`config.mk`:
```
export PLATFORM = sky130hd
export DESIGN_NAME = edit_ctrl
export DESIGN_NICKNAME = d
export VERILOG_FILES = /design/src/rtl/edit_ctrl.sv
export SDC_FILE = /design/constraint.sdc
export NUM_CORES = 1
export LEC_CHECK = 0
export BUFFER_PORTS_ARGS = -buffer_cell sky130_fd_sc_hd__buf_4
export CAP_MARGIN = 15
export CORE_MARGIN = 3
export CORE_UTILIZATION = 60
export CTS_CLUSTER_DIAMETER = 50
export DETAILED_ROUTE_END_ITERATION = 10
export PLACE_DENSITY = 0.77
export SYNTH_ARGS = -nofsm -noshare
export SYNTH_HDL_FRONTEND = slang
export SYNTH_SLANG_ARGS = --single-unit
```
`constraint.sdc`:
```
create_clock -name clk -period 4.1 [get_ports clk]
set_clock_uncertainty 0.15 [all_clocks]
set_input_delay 0.82 -clock clk [delete_from_list [all_inputs] [get_ports clk]]
set_output_delay 0.82 -clock clk [all_outputs]
set_load 0.01 [all_outputs]
```
`src/rtl/edit_ctrl.sv`:
```
// rtl/edit_ctrl.sv - front-panel edit controller: button conditioning, edit FSM, adjust pulses
//
// Purpose: synchronises and debounces the mode/up/down push-buttons, steps the
// RUN -> EDIT_HH -> EDIT_MM -> EDIT_SS -> RUN edit cycle, and drives the time
// counter's freeze/sel/inc/dec inputs plus a field blink flag for the display.
// Optional feature macro: EDIT_AUTOREPEAT_EN (hold-to-repeat on up/down).
//
// Ports:
//   clk               system clock
//   rst               synchronous active-high reset
//   tick1Hz           one-cycle 1 Hz strobe
//   btn_mode          raw mode button, asynchronous, active-high
//   btn_up, btn_down  raw adjust buttons, asynchronous, active-high
//   freeze            high in any edit state
//   sel               field select: 00 none, 01 ss, 10 mm, 11 hh
//   inc, dec          one-cycle adjust pulses
//   blink             blink phase of the selected field, 0 in RUN
module edit_ctrl #(
  parameter int DB_CYCLES     = 500000,
  parameter int REPEAT_DELAY  = 25000000,
  parameter int REPEAT_PERIOD = 10000000,
  parameter int TIMEOUT_S     = 10
) (
  input  logic       clk,
  input  logic       rst,
  input  logic       tick1Hz,
  input  logic       btn_mode,
  input  logic       btn_up,
  input  logic       btn_down,
  output logic       freeze,
  output logic [1:0] sel,
  output logic       inc,
  output logic       dec,
  output logic       blink
);

  localparam int DBW = $clog2(DB_CYCLES + 1);
  localparam int TOW = $clog2(TIMEOUT_S + 1);
  localparam logic [DBW-1:0] DB_LAST = DBW'(DB_CYCLES - 1);
  localparam logic [TOW-1:0] TO_LAST = TOW'(TIMEOUT_S - 1);

  // Button bit positions inside the packed button vectors.
  localparam int BM = 0;
  localparam int BU = 1;
  localparam int BD = 2;

  // Encoding matches the sel field code so sel is the state register itself.
  typedef enum logic [1:0] {
    RUN     = 2'b00,
    EDIT_SS = 2'b01,
    EDIT_MM = 2'b10,
    EDIT_HH = 2'b11
  } state_e;

  logic [2:0]     raw;
  logic [2:0]     sync1_q, sync2_q;
  logic [2:0]     db_q, db_d, db_prev_q;
  logic [DBW-1:0] db_cnt_q [3];
  logic [DBW-1:0] db_cnt_d [3];
  logic [2:0]     press;
  logic           both_held;
  state_e         state_q, state_d;
  logic           freeze_q, freeze_d;
  logic           inc_q, inc_d;
  logic           dec_q, dec_d;
  logic           blink_q, blink_d;
  logic [TOW-1:0] idle_q, idle_d;

`ifdef EDIT_AUTOREPEAT_EN
  localparam int RPT_MAX = (REPEAT_DELAY > REPEAT_PERIOD) ? REPEAT_DELAY : REPEAT_PERIOD;
  localparam int RW      = $clog2(RPT_MAX + 1);
  localparam logic [RW-1:0] DELAY_LAST  = RW'(REPEAT_DELAY - 1);
  localparam logic [RW-1:0] PERIOD_LAST = RW'(REPEAT_PERIOD - 1);

  logic          rpt_on_q, rpt_on_d;
  logic          rpt_dn_q, rpt_dn_d;
  logic          rpt_first_q, rpt_first_d;
  logic [RW-1:0] rpt_cnt_q, rpt_cnt_d;
  logic          rpt_level;
`else
  logic unused_repeat_params;
  assign unused_repeat_params = (REPEAT_DELAY > 0) ^ (REPEAT_PERIOD > 0);
`endif

  assign raw       = {btn_down, btn_up, btn_mode};
  assign press     = db_q & ~db_prev_q;
  assign both_held = db_q[BU] & db_q[BD];

  // Debounce: db follows the synchronised level only after DB_CYCLES
  // consecutive disagreeing cycles; any agreeing cycle restarts the count.
  always_comb begin
    db_d = db_q;
    for (int i = 0; i < 3; i++) begin
      db_cnt_d[i] = '0;
      if (sync2_q[i] != db_q[i]) begin
        if (db_cnt_q[i] == DB_LAST) begin
          db_d[i] = sync2_q[i];
        end else begin
          db_cnt_d[i] = db_cnt_q[i] + 1'b1;
        end
      end
    end
  end

  always_comb begin
    state_d = state_q;
    idle_d  = idle_q;
    blink_d = blink_q;
    inc_d   = 1'b0;
    dec_d   = 1'b0;
`ifdef EDIT_AUTOREPEAT_EN
    rpt_on_d    = rpt_on_q;
    rpt_dn_d    = rpt_dn_q;
    rpt_first_d = rpt_first_q;
    rpt_cnt_d   = rpt_cnt_q;
    rpt_level   = rpt_dn_q ? db_q[BD] : db_q[BU];
`endif
    if (state_q == RUN) begin
      idle_d  = '0;
      blink_d = 1'b0;
`ifdef EDIT_AUTOREPEAT_EN
      rpt_on_d  = 1'b0;
      rpt_cnt_d = '0;
`endif
      if (press[BM]) begin
        state_d = EDIT_HH;
        blink_d = 1'b1;
      end
    end else if (press[BM]) begin
      // Mode wins over a simultaneous adjust press or timeout.
      case (state_q)
        EDIT_HH: state_d = EDIT_MM;
        EDIT_MM: state_d = EDIT_SS;
        default: state_d = RUN;
      endcase
      idle_d  = '0;
      blink_d = (state_d != RUN);
`ifdef EDIT_AUTOREPEAT_EN
      rpt_on_d  = 1'b0;
      rpt_cnt_d = '0;
`endif
    end else if (tick1Hz && !(press[BU] | press[BD]) && (idle_q == TO_LAST)) begin
      state_d = RUN;
      idle_d  = '0;
      blink_d = 1'b0;
`ifdef EDIT_AUTOREPEAT_EN
      rpt_on_d  = 1'b0;
      rpt_cnt_d = '0;
`endif
    end else begin
      if (press[BU] | press[BD]) begin
        idle_d = '0;
      end else if (tick1Hz) begin
        idle_d = idle_q + 1'b1;
      end
      if (tick1Hz) begin
        blink_d = ~blink_q;
      end
      if (!both_held) begin
        inc_d = press[BU];
        dec_d = press[BD];
      end
`ifdef EDIT_AUTOREPEAT_EN
      // Repeat arms only on a fresh single-button press; chord or release cancels it.
      if (both_held) begin
        rpt_on_d  = 1'b0;
        rpt_cnt_d = '0;
      end else if (press[BU] | press[BD]) begin
        rpt_on_d    = 1'b1;
        rpt_dn_d    = press[BD];
        rpt_first_d = 1'b1;
        rpt_cnt_d   = '0;
      end else if (rpt_on_q) begin
        if (!rpt_level) begin
          rpt_on_d  = 1'b0;
          rpt_cnt_d = '0;
        end else if (rpt_cnt_q == (rpt_first_q ? DELAY_LAST : PERIOD_LAST)) begin
          rpt_cnt_d   = '0;
          rpt_first_d = 1'b0;
          inc_d       = ~rpt_dn_q;
          dec_d       = rpt_dn_q;
        end else begin
          rpt_cnt_d = rpt_cnt_q + 1'b1;
        end
      end
`endif
    end
    freeze_d = (state_d != RUN);
  end

  always_ff @(posedge clk) begin
    if (rst) begin
      sync1_q   <= '0;
      sync2_q   <= '0;
      db_q      <= '0;
      db_prev_q <= '0;
      for (int i = 0; i < 3; i++) begin
        db_cnt_q[i] <= '0;
      end
      state_q  <= RUN;
      freeze_q <= 1'b0;
      inc_q    <= 1'b0;
      dec_q    <= 1'b0;
      blink_q  <= 1'b0;
      idle_q   <= '0;
`ifdef EDIT_AUTOREPEAT_EN
      rpt_on_q    <= 1'b0;
      rpt_dn_q    <= 1'b0;
      rpt_first_q <= 1'b0;
      rpt_cnt_q   <= '0;
`endif
    end else begin
      sync1_q   <= raw;
      sync2_q   <= sync1_q;
      db_q      <= db_d;
      db_prev_q <= db_q;
      for (int i = 0; i < 3; i++) begin
        db_cnt_q[i] <= db_cnt_d[i];
      end
      state_q  <= state_d;
      freeze_q <= freeze_d;
      inc_q    <= inc_d;
      dec_q    <= dec_d;
      blink_q  <= blink_d;
      idle_q   <= idle_d;
`ifdef EDIT_AUTOREPEAT_EN
      rpt_on_q    <= rpt_on_d;
      rpt_dn_q    <= rpt_dn_d;
      rpt_first_q <= rpt_first_d;
      rpt_cnt_q   <= rpt_cnt_d;
`endif
    end
  end

  assign freeze = freeze_q;
  assign sel    = state_q;
  assign inc    = inc_q;
  assign dec    = dec_q;
  assign blink  = blink_q;

endmodule

```
==> impl_results.md <==
- Critical path arrival: around 2.2 ns
- Post-CTS setup buffer count: 0
- Final std cells w/o fill: 481
- Number of distinct library cells after synthesis: 43
- Ys flop type: dfxtp_1
- Crit. Startpoint: db_cnt_q[0][19]$_SDFF_PP0_
- Area grow syn2layout: 8.766%
- Rows: 27
- Clock Latency Late Sink: 0.34 ns
- Cell internal pwr: 1.052 mW
- Most area-consuming cells after synthesis: dfxtp_1 46%, xnor2_1 9.8%, nor2_1 7.8%, nand3_1 3.2%, nor4_1 3.1%
- Drt initial violations: 121
- Sequential share of the synthesized area: 45.60%
- ANT nets after route: 0
- Worst-path maximum fanout: 17
- Routability congestion estimate: about 0.85
- Hold Startpoint: db_prev_q[1]$_SDFF_PP0_
- Hold Crit Class: flip-flop to flip-flop
- Number of max-cap violations: 0
- Drt via density: 5.595
- Max H-tree Level: 3
- DRC viols: 0
- Measured slew at the worst slew-check pin: ~0.66 ns
- Area fraction of the dominant cell type after synthesis: between 40 and 50%
- Reg clk slew, reported paths: 0.07 ns
- Seq cells post-synth: 79
- CTS root buffer: clkbuf_8
- Fmax: 0.4621 GHz
- # resized after CTS: 0
- ANT cells: 0
- Avg WL per Cell: 12.29 microns
- Core ar.: 0.005540 sq mm
- Peak supply drop: 0.2429 mV
- First-pass GRT wire length: 10390 microns
- Sw Ratio: between 20% and 30%
- Via Count: ~2700
- Worst path cell trace: ha_1 > nand4_1 > o21ai_2 > nor2_1
- Asr flop ratio synth: 0%
- Sink Count: 79
- Cell with the most instances after synthesis: dfxtp_1
- R2R depth: 4
- Final Hold Fails: 0
- Sequential Power Share: 58.3%
- Post-synth top cells: 79 x dfxtp_1, 72 x nor2_1, 39 x xnor2_1
- Initial Util: 62.60%
- DR pass1 iterations: 4
- RSZ-0062 raised after global routing: false
- Fin nets: roughly 420
- GRT Total Usage: 19.70%
- Die Span X: 82.03 microns
- CP top delay family: compound AO/OA/AOI/OAI gates
- Share of cells above drive strength 1: 7.579%
- Avg Inst Size Synth: 8.825 sq um
- Max incr delay on CP: 0.72 ns
- I/O pin cnt: 12
- Initial antenna violation count: 0
- Nature of the critical path endpoint: flip-flop
- Outcome: finished, final reports clean
- Die height: 82.03 microns
- PwrDens: 351.2 mW/mm^2
- Critical Path Source Type: flip-flop
- Reg2reg start: db_cnt_q[0][19]$_SDFF_PP0_
- Post-synth top area cell: dfxtp_1
- Setup TNS: 0 ns
- Cells after DPL: 466
- Vias in the first global route: 2435
- Final setup vio count: 0
- Num CTS Buffers: 9
- Largest net degree at the start of global routing: 24
- YS warnings: 0
- Leak: around 1.1 nW
- Final Max Tran Viols: 0
- CTS tree: built
- Final Cycle Share: 52.78%
- Dpl hpwl: slightly above 4000 microns
- Relative slew margins: 56.03%
- Clock Path Buffers: 2
- CP max stage cell: o21ai_2
- Stages on worst setup path: 4
- Final Critical Period: 2.164 ns
- Gr ovfl total: 0
- Hold path depth: 1
- Worst Setup Slack, final: 1.936 ns
- I/O Buffers: 11
- Hold_buf cts: 0
- Net Sw Power: ~270 uW
- Synthesized instance count: roughly 400
- CP bufs+invs: 0
- CP Class: flip-flop to flip-flop
- EDFF count, synth: 0
- Syn nets: 404
- Pre-CTS setup slack: 1.720 ns
- Routed wire length: 5912 microns
- Required time worst endpoint: approximately 4.2 ns
- Combinational fraction of design power: 1.4%
- Clock share of power: 40.4%
- Post-Syn Area: 0.003468 sq mm
- Die area: a little under 0.007 sq mm
==> routing by layer <==
layer	wire [microns]	part of all wire (%)	track usage, %	up-vias
li1	-	-	-	1392
met1	2924	49	25.03	1246
met2	2698	46	31.42	40
met3	170	2.9	3.947	13
met4	118	2.0	10.30	0
met5	0	0	0	-
==> layout make-up <==
cell class / count / area [sq um]
clock buffers: 10 / 127.6
clock inverters: 4 / 48.80
fillers: 452 / 1768
inverters: 16 / 60.06
multi-input cells: 288 / 1774
flip-flops and latches: 79 / 1582
well taps: 72 / 90.09
repair buffers: 12 / 90.09
==> path summary, 6_finish.rpt <==
path / slack [ns] / end
setup / recovery: 1.94 / db_cnt_q[0][29]$_SDFF_PP0_
hold / removal: 0.27 / inc$_SDFF_PP0_
setup reg to reg: 1.94 / db_cnt_q[0][29]$_SDFF_PP0_
hold reg to reg: 0.27 / inc$_SDFF_PP0_
==> cell families after synthesis <==
| logic type | synth area share (%) |
|---|---|
| simple gates | 31.53 |
| fa+ha+maj | 1.804 |
| compound gates | 4.906 |
| xor+xnor | 12.63 |
| flops | 45.60 |
| buf+inv | 3.247 |
| mux | 0.2886 |
==> metrics by stage <==
step / utilization, % / total power, mW / instance area, sq um / hold WS [ns]
2_1_floorplan: - / 0.8022 / 3468 / 0.2390
3_3_place_gp: 64.77 / 0.8079 / 3588 / 0.2526
3_5_place_dp: 64.77 / 0.8081 / 3588 / 0.2583
4_1_cts: 67.95 / 1.337 / 3765 / 0.2694
5_1_grt: 68.09 / 1.374 / 3772 / 0.3098
6_report: 68.09 / 1.325 / 3772 / 0.2684
==> power by group through the flow <==
stage          logic [mW]  registers [mW]  clock network [mW]
4_1_cts            0.0179           0.772               0.547
6_report           0.0180           0.772               0.535
2_1_floorplan      0.0125           0.790                   0
3_3_place_gp       0.0177           0.790                   0
5_1_grt            0.0207           0.773               0.581
3_5_place_dp       0.0177           0.790                   0
==> flip-flops by register name (all words and copies together), names as in the netlist, 2 cells and up <==
register,count
idle_q,4
sel,2
db_cnt_q,57
sync2_q,3
db_q,3
sync1_q,3
db_prev_q,3
==> worst reg2reg max path: cells and delay by family (launching register included) <==
| family | cells | cell delay, ns |
|---|---|---|
| adders and majority gates | 1 | 0.23 |
| AOI/OAI and AO/OA | 1 | 0.73 |
| and+or+nand+nor | 2 | 0.56 |
| DFF | 1 | 0.37 |
==> cell usage in the layout (no fill, tap or decap), types with 3 or more instances in the layout <==
master | synthesis | routed
nand4_1 | 14 | 14
a211oi_1 | 3 | 3
buf_4 | 1 | 12
xor2_1 | 11 | 11
nand2b_1 | 5 | 5
a21oi_1 | 9 | 9
ha_1 | 5 | 5
nand2_1 | 22 | 22
nor4b_1 | 4 | 4
nor2_1 | 72 | 72
nand3_1 | 22 | 22
dfxtp_1 | 79 | 79
nor3_1 | 15 | 15
or4_1 | 4 | 4
inv_1 | 16 | 16
clkbuf_8 | 0 | 9
o21ai_1 | 4 | 4
o21ai_0 | 5 | 5
nor4_1 | 17 | 17
xnor2_1 | 39 | 39
nor2b_1 | 9 | 9
(Power assumes the default switching activity.)
